--- config.mk ---
export PLATFORM = sky130hd
export DESIGN_NAME = hazard_ctrl_unit
export DESIGN_NICKNAME = d
export VERILOG_FILES = /design/src/rtl/hazard_ctrl_unit.sv
export SDC_FILE = /design/constraint.sdc
export NUM_CORES = 1
export LEC_CHECK = 0
export CAP_MARGIN = 20
export CORE_AREA = 4 4 90 58
export CTS_BUF_LIST = sky130_fd_sc_hd__clkbuf_2 sky130_fd_sc_hd__clkbuf_4 sky130_fd_sc_hd__clkbuf_8
export CTS_CLUSTER_DIAMETER = 150
export DETAILED_ROUTE_END_ITERATION = 6
export DIE_AREA = 0 0 94 62
export GPL_TIMING_DRIVEN = 0
export PLACE_DENSITY_LB_ADDON = 0.1
export SYNTH_ARGS = -nofsm -noshare
export SYNTH_HDL_FRONTEND = slang
export SYNTH_SLANG_ARGS = --single-unit
--- constraint.sdc ---
create_clock -name clock -period 3.6 [get_ports clock]
set_input_delay 0.36 -clock clock [delete_from_list [all_inputs] [get_ports clock]]
set_output_delay 0.36 -clock clock [all_outputs]
set_load 0.005 [all_outputs]
--- src/rtl/hazard_ctrl_unit.sv ---
// hazard_ctrl_unit: pipeline hazard controller that sits beside the ID stage.
// It produces multi-cycle stalls for swap instructions and load-use
// dependencies, and per-stage flushes for taken branches resolved in EX.
//
// Ports:
//   clock, reset       - posedge clock, asynchronous active-high reset
//   swap_ctrl          - swap instruction present in ID
//   branch_ctrl        - taken branch resolved in EX (highest priority)
//   id_rs/id_rt        - ID source registers; id_uses_rt qualifies id_rt
//   ex_rd/ex_mem_read  - EX destination register and load flag
//   perf_clear         - synchronous clear of the event counters
//   stall_ctrl         - hold PC and IF/ID (pc_write_en/ifid_write_en = ~stall)
//   bubble_ctrl        - insert NOP into ID/EX (same as stall_ctrl)
//   flush_ctrl         - per-stage flush, bit 0 is IF/ID
//   hazard_state       - registered FSM state
//   stall_events       - saturating count of stalled cycles
//   flush_events       - saturating count of branch flush cycles
module hazard_ctrl_unit #(
  parameter int REG_ADDR_W        = 4,
  parameter int SWAP_STALL_CYCLES = 2,
  parameter int LOAD_STALL_CYCLES = 1,
  parameter int FLUSH_STAGES      = 2,
  parameter int CNT_W             = 16
) (
  input  logic                    clock,
  input  logic                    reset,
  input  logic                    swap_ctrl,
  input  logic                    branch_ctrl,
  input  logic [REG_ADDR_W-1:0]   id_rs,
  input  logic [REG_ADDR_W-1:0]   id_rt,
  input  logic                    id_uses_rt,
  input  logic [REG_ADDR_W-1:0]   ex_rd,
  input  logic                    ex_mem_read,
  input  logic                    perf_clear,
  output logic                    stall_ctrl,
  output logic                    pc_write_en,
  output logic                    ifid_write_en,
  output logic                    bubble_ctrl,
  output logic [FLUSH_STAGES-1:0] flush_ctrl,
  output logic [1:0]              hazard_state,
  output logic [CNT_W-1:0]        stall_events,
  output logic [CNT_W-1:0]        flush_events
);

  localparam int MAX_STALL = (SWAP_STALL_CYCLES > LOAD_STALL_CYCLES) ?
                             SWAP_STALL_CYCLES : LOAD_STALL_CYCLES;
  localparam int CW = $clog2(MAX_STALL + 1);

  typedef enum logic [1:0] {
    IDLE    = 2'd0,
    SWAP    = 2'd1,
    LOAD    = 2'd2,
    RELEASE = 2'd3
  } state_t;

  state_t        state, state_nxt;
  logic [CW-1:0] cnt, cnt_nxt;
  logic          load_hz;
  logic          stall_raw;
  logic          flush_raw;

  // Register 0 is hardwired zero, so a load to it never creates a dependency.
  assign load_hz = ex_mem_read && (ex_rd != '0) &&
                   ((ex_rd == id_rs) || (id_uses_rt && (ex_rd == id_rt)));

  always_comb begin
    state_nxt = state;
    cnt_nxt   = cnt;
    stall_raw = 1'b0;
    flush_raw = 1'b0;
    if (branch_ctrl) begin
      // Taken branch wipes the younger instructions; any stall is moot.
      flush_raw = 1'b1;
      state_nxt = IDLE;
      cnt_nxt   = '0;
    end else begin
      unique case (state)
        IDLE, RELEASE: begin
          state_nxt = IDLE;
          cnt_nxt   = '0;
          if (load_hz) begin
            stall_raw = 1'b1;
            if (LOAD_STALL_CYCLES > 1) begin
              state_nxt = LOAD;
              cnt_nxt   = CW'(1);
            end
          end else if (swap_ctrl && (state == IDLE)) begin
            // RELEASE ignores swap_ctrl so the stalled swap can advance.
            stall_raw = 1'b1;
            if (SWAP_STALL_CYCLES > 1) begin
              state_nxt = SWAP;
              cnt_nxt   = CW'(1);
            end else begin
              state_nxt = RELEASE;
            end
          end
        end
        LOAD: begin
          stall_raw = 1'b1;
          if (int'(cnt) + 1 == LOAD_STALL_CYCLES) begin
            state_nxt = IDLE;
            cnt_nxt   = '0;
          end else begin
            cnt_nxt = cnt + 1'b1;
          end
        end
        SWAP: begin
          if (swap_ctrl) begin
            stall_raw = 1'b1;
            if (int'(cnt) + 1 == SWAP_STALL_CYCLES) begin
              state_nxt = RELEASE;
              cnt_nxt   = '0;
            end else begin
              cnt_nxt = cnt + 1'b1;
            end
          end else begin
            state_nxt = IDLE;
            cnt_nxt   = '0;
          end
        end
        default: begin
          state_nxt = IDLE;
          cnt_nxt   = '0;
        end
      endcase
    end
  end

  // Outputs are Mealy but held inactive while reset is asserted.
  assign stall_ctrl    = stall_raw & ~reset;
  assign bubble_ctrl   = stall_ctrl;
  assign pc_write_en   = ~stall_ctrl;
  assign ifid_write_en = ~stall_ctrl;
  assign flush_ctrl    = {FLUSH_STAGES{flush_raw & ~reset}};
  assign hazard_state  = state;

  always_ff @(posedge clock or posedge reset) begin
    if (reset) begin
      state        <= IDLE;
      cnt          <= '0;
      stall_events <= '0;
      flush_events <= '0;
    end else begin
      state <= state_nxt;
      cnt   <= cnt_nxt;
      if (perf_clear) begin
        stall_events <= '0;
        flush_events <= '0;
      end else begin
        if (stall_ctrl && (stall_events != '1)) stall_events <= stall_events + 1'b1;
        if (branch_ctrl && (flush_events != '1)) flush_events <= flush_events + 1'b1;
      end
    end
  end

endmodule

Yosys cells after proc, flatten, opt, wreduce, memory -nomap -nowiden
Index checks and enable logic that the tools add are counted.

word-level totals
  bits of input ports = 19
  memory bits (read-only) = 0
  bits in latches = 0
  memories = 0
  register bits = 36
  bits in writable memories = 0

cells by class
  divide/modulo/power cells = 0
  mux-type cells = 22
  multiply operators = 0
  reductions and logical operators = 13
  bitwise operators = 4
  add/sub/neg operators = 4
  eq/ne operators = 11
  $lt $le $gt $ge = 0
  shift operators = 0

operator list
  operator               number
  $mux 16                4
  $add 16x1->16 const B  2
  $eq 32x2->1 const B    1
  $ne 16x16->1 const B   2
  $mux 2                 8
  $pmux 2 s3             2
  $eq 4x4->1             2
  $mux 1                 7
  $logic_and 1x1->1      6
  $eq 2x2->1 const B     2
  $ne 4x4->1 const B     1
  $reduce_bool 2->1      2
  $reduce_bool 4->1      1
  $add 2x1->3 const B    1
  $eq 3x2->1 const B     1
  $ne 3x3->1 const B     1
  $pmux 1 s3             1
  $add 2x1->2 const B    1
  $and 1x1->1            2
  $eq 2x1->1 const B     1
  $logic_not 2->1        1
  $not 1->1              2
  $reduce_and 2->1       1
  $reduce_or 2->1        1
  $logic_or 1x1->1       1

Longest topological paths before layout
Gate-level depths: netlist of the first run.

  depth after elaboration = 11
  mapped depth = 8

Worst setup path after synthesis of the first run
No wires, ideal clock.

  path kind = register to register
  start = register state[0], in the netlist hazard_state[0]
  end = register stall_events[8]
  stages on the path, launching flop included = 8
  arrival time = 2.250 ns
  setup slack = 1.272 ns
  path buffers = 0
  setup time = 0.077 ns
  cells stage by stage = dfrtp_1 > inv_1 > ha_1 > and3b_4 > a2111oi_4 > nand3_4 > or4_1 > a21oi_1

between the ends
  longest elaborated chain between the ends = 9

RTL lines
  what                             line    RTL
  from (decl)                      56      state_t state, state_nxt;
  from (signal assigned)           144     state <= state_nxt;
  $logic_not 2->1                  77, 87
  $logic_and 1x1->1                87      end else if (swap_ctrl && (state == IDLE)) begin
  $mux 1                           87
  $mux 1                           81      if (load_hz) begin
  $pmux 1 s3 (*)                   77      unique case (state)
  $mux 1 (*)                       71      if (branch_ctrl) begin
  $and 1x1->1 (*)                  130     assign stall_ctrl = stall_raw & ~reset;
  $logic_and 1x1->1 (*)            150     if (stall_ctrl && (stall_events != '1)) stall_events <= stall_events + 1'b1;
  $reduce_bool 2->1 (no line) (*)  --
  to (signal assigned)             150
  to (decl)                        41      output logic [CNT_W-1:0] stall_events,

Mark *: on every way between the ends. The rest lies on a longest branch, timed or not.
A chain may end at the register's enable or synchronous reset.

Worst setup path in the final report of the first run
  start = register state[0], in the netlist hazard_state[0]
  end = output stall_ctrl

between the ends
  longest elaborated chain between the ends = 7

RTL lines
  what               line    RTL
  $logic_not 2->1    77, 87
  $logic_and 1x1->1  87
  $mux 1             87
  $mux 1             81
  $pmux 1 s3 (*)     77
  $mux 1 (*)         71
  $and 1x1->1 (*)    130
  to (decl)          35      output logic stall_ctrl,

Marks and branches as above.

==> parameters.txt, run 1 <==
Parameter                              Value

Outcome
  Result of the run    complete, no violations

Cells and area
  Cell area after layout    2970 um2
  Growth of design area from synthesis to finish    36.1%
  Final layout net count    325
  Share of post-route cells with drive strength above 1    7.36%
  Antenna fix cells    0

Yosys
  Synthesis-stage register bit count    36
  Fraction of registers with async set or reset after synthesis    100%
  Sequential element share of the synthesized area    41.3%
  Mean Syn Cell Area    9.37 um2
  Leading area contributor after synthesis    dfrtp_1
  Synth Area in XOR/XNOR    10.4%
  Top cells by area, synth    dfrtp_1 41%, xor2_1 5.6%, xnor2_1 4.8%, ha_1 4.6%, nor2_1 4.5%
  Top FF cell, synth    dfrtp_1
  Area of the mapped netlist    2180 um2
  Compound-gate portion of the synthesized area    13.1%
  Syn. warnings    0
  Combinational family with the most area after synthesis    simple AND/OR/NAND/NOR gates
  Synth top area share    41.3%
  Number of nets produced by synthesis    260
  Fraction of the mapped netlist area in adder cells    4.59%
  Simple-Gate Fraction of Synth Area    25.1%
  Count of distinct cell types in the synthesized netlist    44
  Cells after Synth    233
  Multiplexer area fraction after synthesis    0.917%
  Number of synthesized flops with an enable pin    0

Clocking
  Max H-tree Level    2
  Post-CTS Hold Fix Bufs    0
  Number of gates given a new drive strength after cts    0
  Clock-pin slew of the registers on the worst-case setup and hold paths    0.07 ns
  Clk root buf    clkbuf_8
  Clock tree from TritonCTS    yes
  Clock insertion delay at the later pin of the skew report    0.29 ns
  Post-CTS setup buffers    0
  CTS sink count    36
  Clock Path Buffers    2
  Number of CTS-inserted buffers    5

Timing
  Fin crit share    91.2%
  Unrepaired setup endpoints after global routing    no
  Min cycle time layout    3.28 ns
  Final Setup Violations    0
  Total negative slack    0 ns
  Final hold violation count    0
  Highest achievable clock rate    304 MHz
  Worst slew margin    53.4%
  Max Clock Skew    0.00494 ns
  Worst Tran Pin Value    0.696 ns
  Max-slew violation count    0
  Hold Slack    0.429 ns

Placement
  Count of port buffers added during placement    57
  Area post-placement    2860 um2
  Placer Congestion    0.852
  HPWL reported at the end of detailed placement    3870 um

Detailed routing
  Vias per std cell    5.28
  Highest Signal Layer    met4
  Detailed Routing Iterations Pass 1    4
  Met3 wire len    239 um
  DRC violation count after routing    0
  Met1 routed wirelength after detailed routing    2630 um
  Number of vias after detailed routing    1,913
  Total wirelength of the detailed-routed design    5060 um
  Routed met2 length    2130 um
  Drt wl/cell    14.0 um
  Count of routing violations after the opening detailed-route iteration    117
  Number of routed nets with antenna violations    0

Worst setup path
  Crit. End Element    output port
  Critical path peak fanout    9
  Library cell contributing the largest single delay on the critical path    a2111oi_4
  CP startpoint kind    register
  Most repeated library cell on the critical path    inv_1
  Series of cell instances along the critical path    inv_1, ha_1, and3b_4, a2111oi_4, nand2_1, inv_1, buf_4, clkdlybuf4s50_1
  Path depth of the worst reg2reg path    7
  Class of the most critical setup path    reg2out
  Required time of the critical path    3.24 ns
  Arrival time at the worst endpoint    2.92 ns
  Worst path max stage delay    0.66 ns
  Crit. Startpoint    hazard_state[0]
  Endpoint of the worst-slack reg-to-reg timing path    stall_events[13]
  Minimum setup slack among reg-to-reg paths    0.98 ns
  Capturing element of the worst setup path    stall_ctrl
  RR Startpoint    hazard_state[0]

Flow run
  Max-capacitance violation count    0

Power and ir drop
  Total power    0.970 mW
  Power share of the sequential group    43.6%
  Leak pwr    1.20 nW
  Logic gate share of total power    18.7%
  Sw Share    26.0%
  Power per Cell Area    327 nW/um2
  Internal power component    0.718 mW
  Clk pwr share    37.7%
  Switch Pwr    0.252 mW
  Max rail drop VDD    290 uV

Floorplan
  Boundary pin count    59
  Placeable Area    4420 um2
  Number of placement rows    19
  Die Wd    94 um
  Overall die height    62 um
  Starting density of the core    49.3%
  Area enclosed by the die boundary    5830 um2

Hold path
  Worst min path class    in2reg

GRT
  Global router's overall resource usage    19.3%
  Total congestion overflow    0
  Maximum number of pins on one net before global-route repair    24
  First-pass GRT wire length    8590 um
  Initial antenna violation count    0
  Vias in the first global route    1,768
state kept, by name, indices dropped and copies added (netlist names):
register      cells
stall_events     16
hazard_state      2
flush_events     16
cnt               2
cells in the final DEF, fill, tap and decap left out, types with 2 or more instances in the layout:
master           Yosys  final
mux2i_1              2      2
clkbuf_8             0      5
nor2b_1              2      2
inv_1               13     13
nand3_1             16     16
a21o_1               2      2
o31ai_1              3      3
nand2_1             15     15
xor2_1              14     14
and3_1               7      7
nand4_1             12     12
a21oi_1             11     11
clkbuf_1             3      3
nor2_1              26     26
clkdlybuf4s50_1      0     57
a31oi_1              2      2
dfrtp_1             36     36
and4_1               3      3
o21ai_0              9      9
nor3_1               4      4
ha_1                 8      8
and2_1               2      2
or3_1                6      6
buf_4                4      4
xnor2_1             12     12
how the worst min path moves through the flow:
stage / startpoint / cells after the start / to
detailed placement: hazard_state[0] / 1 / hazard_state[0]
floorplan: flush_events[15] / 1 / flush_events[15]
global route: branch_ctrl / 3 / cnt[0]
finish: branch_ctrl / 3 / cnt[0]
global placement: hazard_state[0] / 1 / hazard_state[0]
CTS: branch_ctrl / 3 / cnt[0]
through the flow:
step | setup slack [ns] | std cells | util [%]
final | 0.315 | 362 | 67.2
after global routing | 0.126 | 362 | 67.2
after CTS | 0.291 | 362 | 67.2
after detailed placement | 0.501 | 354 | 64.7
after global placement | 0.531 | 353 | 64.0
after floorplan | 1.27 | 233 | -
synth_stat cells (all sizes together) (6+ instances only):
cell and number:
nand4 12, a21oi 11, xor2 14, dfrtp 36
o21ai 9, nand2 15, or3 6, ha 8
nand3 18, nor2 26, and3 8, inv 13
xnor2 12
cell type report:
class	count	area, um2
fillers	356	1450
multi-input cells	176	1180
flip-flops and latches	36	901
repair buffers	58	598
well taps	63	78.8
clock buffers	6	76.3
plain buffers	8	52.6
inverters	13	48.8
clock inverters	2	35.0
cell families after synthesis:
| group | after synthesis |
|---|---|
| DFF | 36 |
| xor gates and xnor gates | 26 |
| adders and majority gates | 8 |
| AOI/OAI and AO/OA | 38 |
| muxes | 2 |
| buffers and inverters | 21 |
| and+or+nand+nor | 102 |
critical path: cells and delay by family, from the launching register on:
family	cells	cell delay [ns]
AND/OR/NAND/NOR	2	0.43
buffers and inverters	4	0.78
AO/OA/AOI/OAI	1	0.66
adder cells (fa/ha/maj)	1	0.37
flip-flops	1	0.39
metal layers:
layer	vias up	track usage (%)
met2	45	28.9
met5	-	0
met3	8	4.81
met1	902	27.9
li1	958	-
met4	0	5.97
power groups by stage:
stage	combinational [mW]	sequential [mW]	clock, mW
5_1_grt	0.200	0.425	0.389
2_1_floorplan	0.106	0.430	0
4_1_cts	0.183	0.423	0.372
6_report	0.181	0.423	0.366
3_3_place_gp	0.176	0.431	0
3_5_place_dp	0.182	0.431	0
Note: power is estimated with default switching activity, not from simulation.
==> run 2: changes to the inputs <==
--- a/config.mk
+++ b/config.mk
@@ -6,11 +6,11 @@
 export NUM_CORES = 1
 export LEC_CHECK = 0
 export CAP_MARGIN = 20
-export CORE_AREA = 4 4 90 58
+export CORE_AREA = 2 2 88 56
 export CTS_BUF_LIST = sky130_fd_sc_hd__clkbuf_2 sky130_fd_sc_hd__clkbuf_4 sky130_fd_sc_hd__clkbuf_8
 export CTS_CLUSTER_DIAMETER = 150
 export DETAILED_ROUTE_END_ITERATION = 6
-export DIE_AREA = 0 0 94 62
+export DIE_AREA = 0 0 90 58
 export GPL_TIMING_DRIVEN = 0
 export PLACE_DENSITY_LB_ADDON = 0.1
 export SYNTH_ARGS = -nofsm -noshare
==> parameters.txt, run 2 (synthesized netlist as in run 1, its figures left out) <==
Parameter                              Value

Outcome
  Result of the run    complete, no violations

Worst setup path
  Worst path max stage delay    0.69 ns
  Path depth of the worst reg2reg path    7
  Required time of the critical path    3.24 ns
  Minimum setup slack among reg-to-reg paths    0.95 ns
  Class of the most critical setup path    reg2out
  Crit. Startpoint    hazard_state[0]
  CP startpoint kind    register
  Capturing element of the worst setup path    stall_ctrl
  Total buffers and inverters traversed by the critical path    4
  Series of cell instances along the critical path    inv_1, ha_1, and3b_4, a2111oi_4, nand2_1, inv_1, buf_4, clkdlybuf4s50_1
  Library cell contributing the largest single delay on the critical path    a2111oi_4
  Crit. End Element    output port
  Arrival time at the worst endpoint    2.94 ns
  RR Startpoint    hazard_state[0]
  Most repeated library cell on the critical path    inv_1
  Top cell family by delay on the critical path    buffers and inverters
  Levels on crit path    8
  Critical path peak fanout    9
  Endpoint of the worst-slack reg-to-reg timing path    stall_events[13]

Power and ir drop
  Leak pwr    1.18 nW
  Power share of the sequential group    46.7%
  Switch Pwr    0.235 mW
  Logic gate share of total power    19.6%
  Max rail drop VDD    184 uV
  Sw Share    25.8%
  Internal power component    0.673 mW
  Power per Cell Area    310 nW/um2
  Clk pwr share    33.7%

GRT
  Global router's overall resource usage    20.5%
  Total congestion overflow    0
  First-pass GRT wire length    8520 um
  Initial antenna violation count    0
  Vias in the first global route    1,778
  Maximum number of pins on one net before global-route repair    37

Detailed routing
  Vias per std cell    5.31
  Number of routed nets with antenna violations    0
  Detailed Routing Iterations Pass 1    4
  Total wirelength of the detailed-routed design    4950 um
  Drt wl/cell    13.7 um
  DRC violation count after routing    0
  Count of routing violations after the opening detailed-route iteration    108
  Number of vias after detailed routing    1,917

Timing
  Fin crit share    91.8%
  Worst Tran Pin Value    0.762 ns
  Final Setup Violations    0
  Min cycle time layout    3.30 ns
  Worst slew margin    49.1%
  Total negative slack    0 ns
  Unrepaired setup endpoints after global routing    no
  Max-slew violation count    0
  Final hold violation count    0
  Max Clock Skew    0.00454 ns
  Highest achievable clock rate    303 MHz

Clocking
  Clock-pin slew of the registers on the worst-case setup and hold paths    0.07 ns
  Post-CTS setup buffers    0
  Number of gates given a new drive strength after cts    0
  Number of CTS-inserted buffers    5
  Clock insertion delay at the later pin of the skew report    0.28 ns
  Clk root buf    clkbuf_8
  Clock tree from TritonCTS    yes
  CTS sink count    36
  Post-CTS Hold Fix Bufs    0
  Clock Path Buffers    2
  Max H-tree Level    2

Floorplan
  Area enclosed by the die boundary    5220 um2
  Starting density of the core    49.3%
  Placeable Area    4420 um2
  Overall die height    58 um
  Number of placement rows    19
  Boundary pin count    59
  Die Wd    90 um

Cells and area
  Final layout net count    324
  Share of post-route cells with drive strength above 1    7.38%
  Most common cell after layout, fill and taps aside    clkdlybuf4s50_1
  Final std cells w/o fill    361
  Cell area after layout    2930 um2
  Commonest cells after routing, fill and taps aside    57 x clkdlybuf4s50_1, 36 x dfrtp_1, 26 x nor2_1
  Antenna fix cells    0
  Largest registers in the final layout    flush_events: 16 flops, stall_events: 16 flops
  Growth of design area from synthesis to finish    34.2%
  Multi-input logic area    1180 um2
  FF+latch area    901 um2
  Number of filler instances in the final layout    360

Placement
  Area post-placement    2830 um2
  Count of port buffers added during placement    57
  HPWL reported at the end of detailed placement    3850 um
  Placer Congestion    0.853
  Placed instance count    353

Flow run
  Max-capacitance violation count    0

Hold path
  Worst hold path startpoint    branch_ctrl
  Worst min path class    in2reg
==> run 2: metrics by stage <==
step	util [%]	hold WS (ns)	total power, mW	setup slack [ns]
final	66.2	0.435	0.908	0.296
after global routing	66.2	0.434	0.965	0.130
after CTS	66.2	0.428	0.922	0.273
after detailed placement	64.0	0.539	0.611	0.489
after global placement	64.0	0.526	0.606	0.539
after floorplan	-	0.521	0.536	1.27
==> run 2: final cells by class <==
cell class,count,area share [%]
plain buffers,8,1.79
clock buffers,8,3.33
inverters,13,1.67
multi-input cells,176,40.3
flip-flops and latches,36,30.8
well taps,63,2.69
repair buffers,57,19.5
==> run 2: worst min path at each step <==
stage,slack (ns),cells past startpoint,endpoint
2_1_floorplan,0.52,1,flush_events[15]
3_3_place_gp,0.53,1,hazard_state[0]
3_5_place_dp,0.54,1,hazard_state[0]
4_1_cts,0.43,3,cnt[0]
5_1_grt,0.43,3,cnt[0]
6_report,0.44,3,cnt[0]
==> run 2: routing by layer <==
layer  vias to the layer above  GRT usage [%]  share of wire [%]
li1                        960              -                  -
met1                       892           31.0                 52
met2                        58           29.5                 42
met3                         7           4.94                5.5
met4                         0           5.49               0.81
met5                         -              0                  0
==> run 2: tightest hold or removal path, stage by stage <==
cell    delay, ns
buf_4        0.14
o32a_1       0.14
nor2_1       0.04
==> run 2: power by group through the flow <==
stage | clock network [mW] | registers, mW | logic [mW]
after floorplan | 0 | 0.430 | 0.106
after CTS | 0.318 | 0.424 | 0.180
after detailed placement | 0 | 0.431 | 0.179
after global placement | 0 | 0.431 | 0.176
after global routing | 0.344 | 0.425 | 0.196
final | 0.306 | 0.424 | 0.178
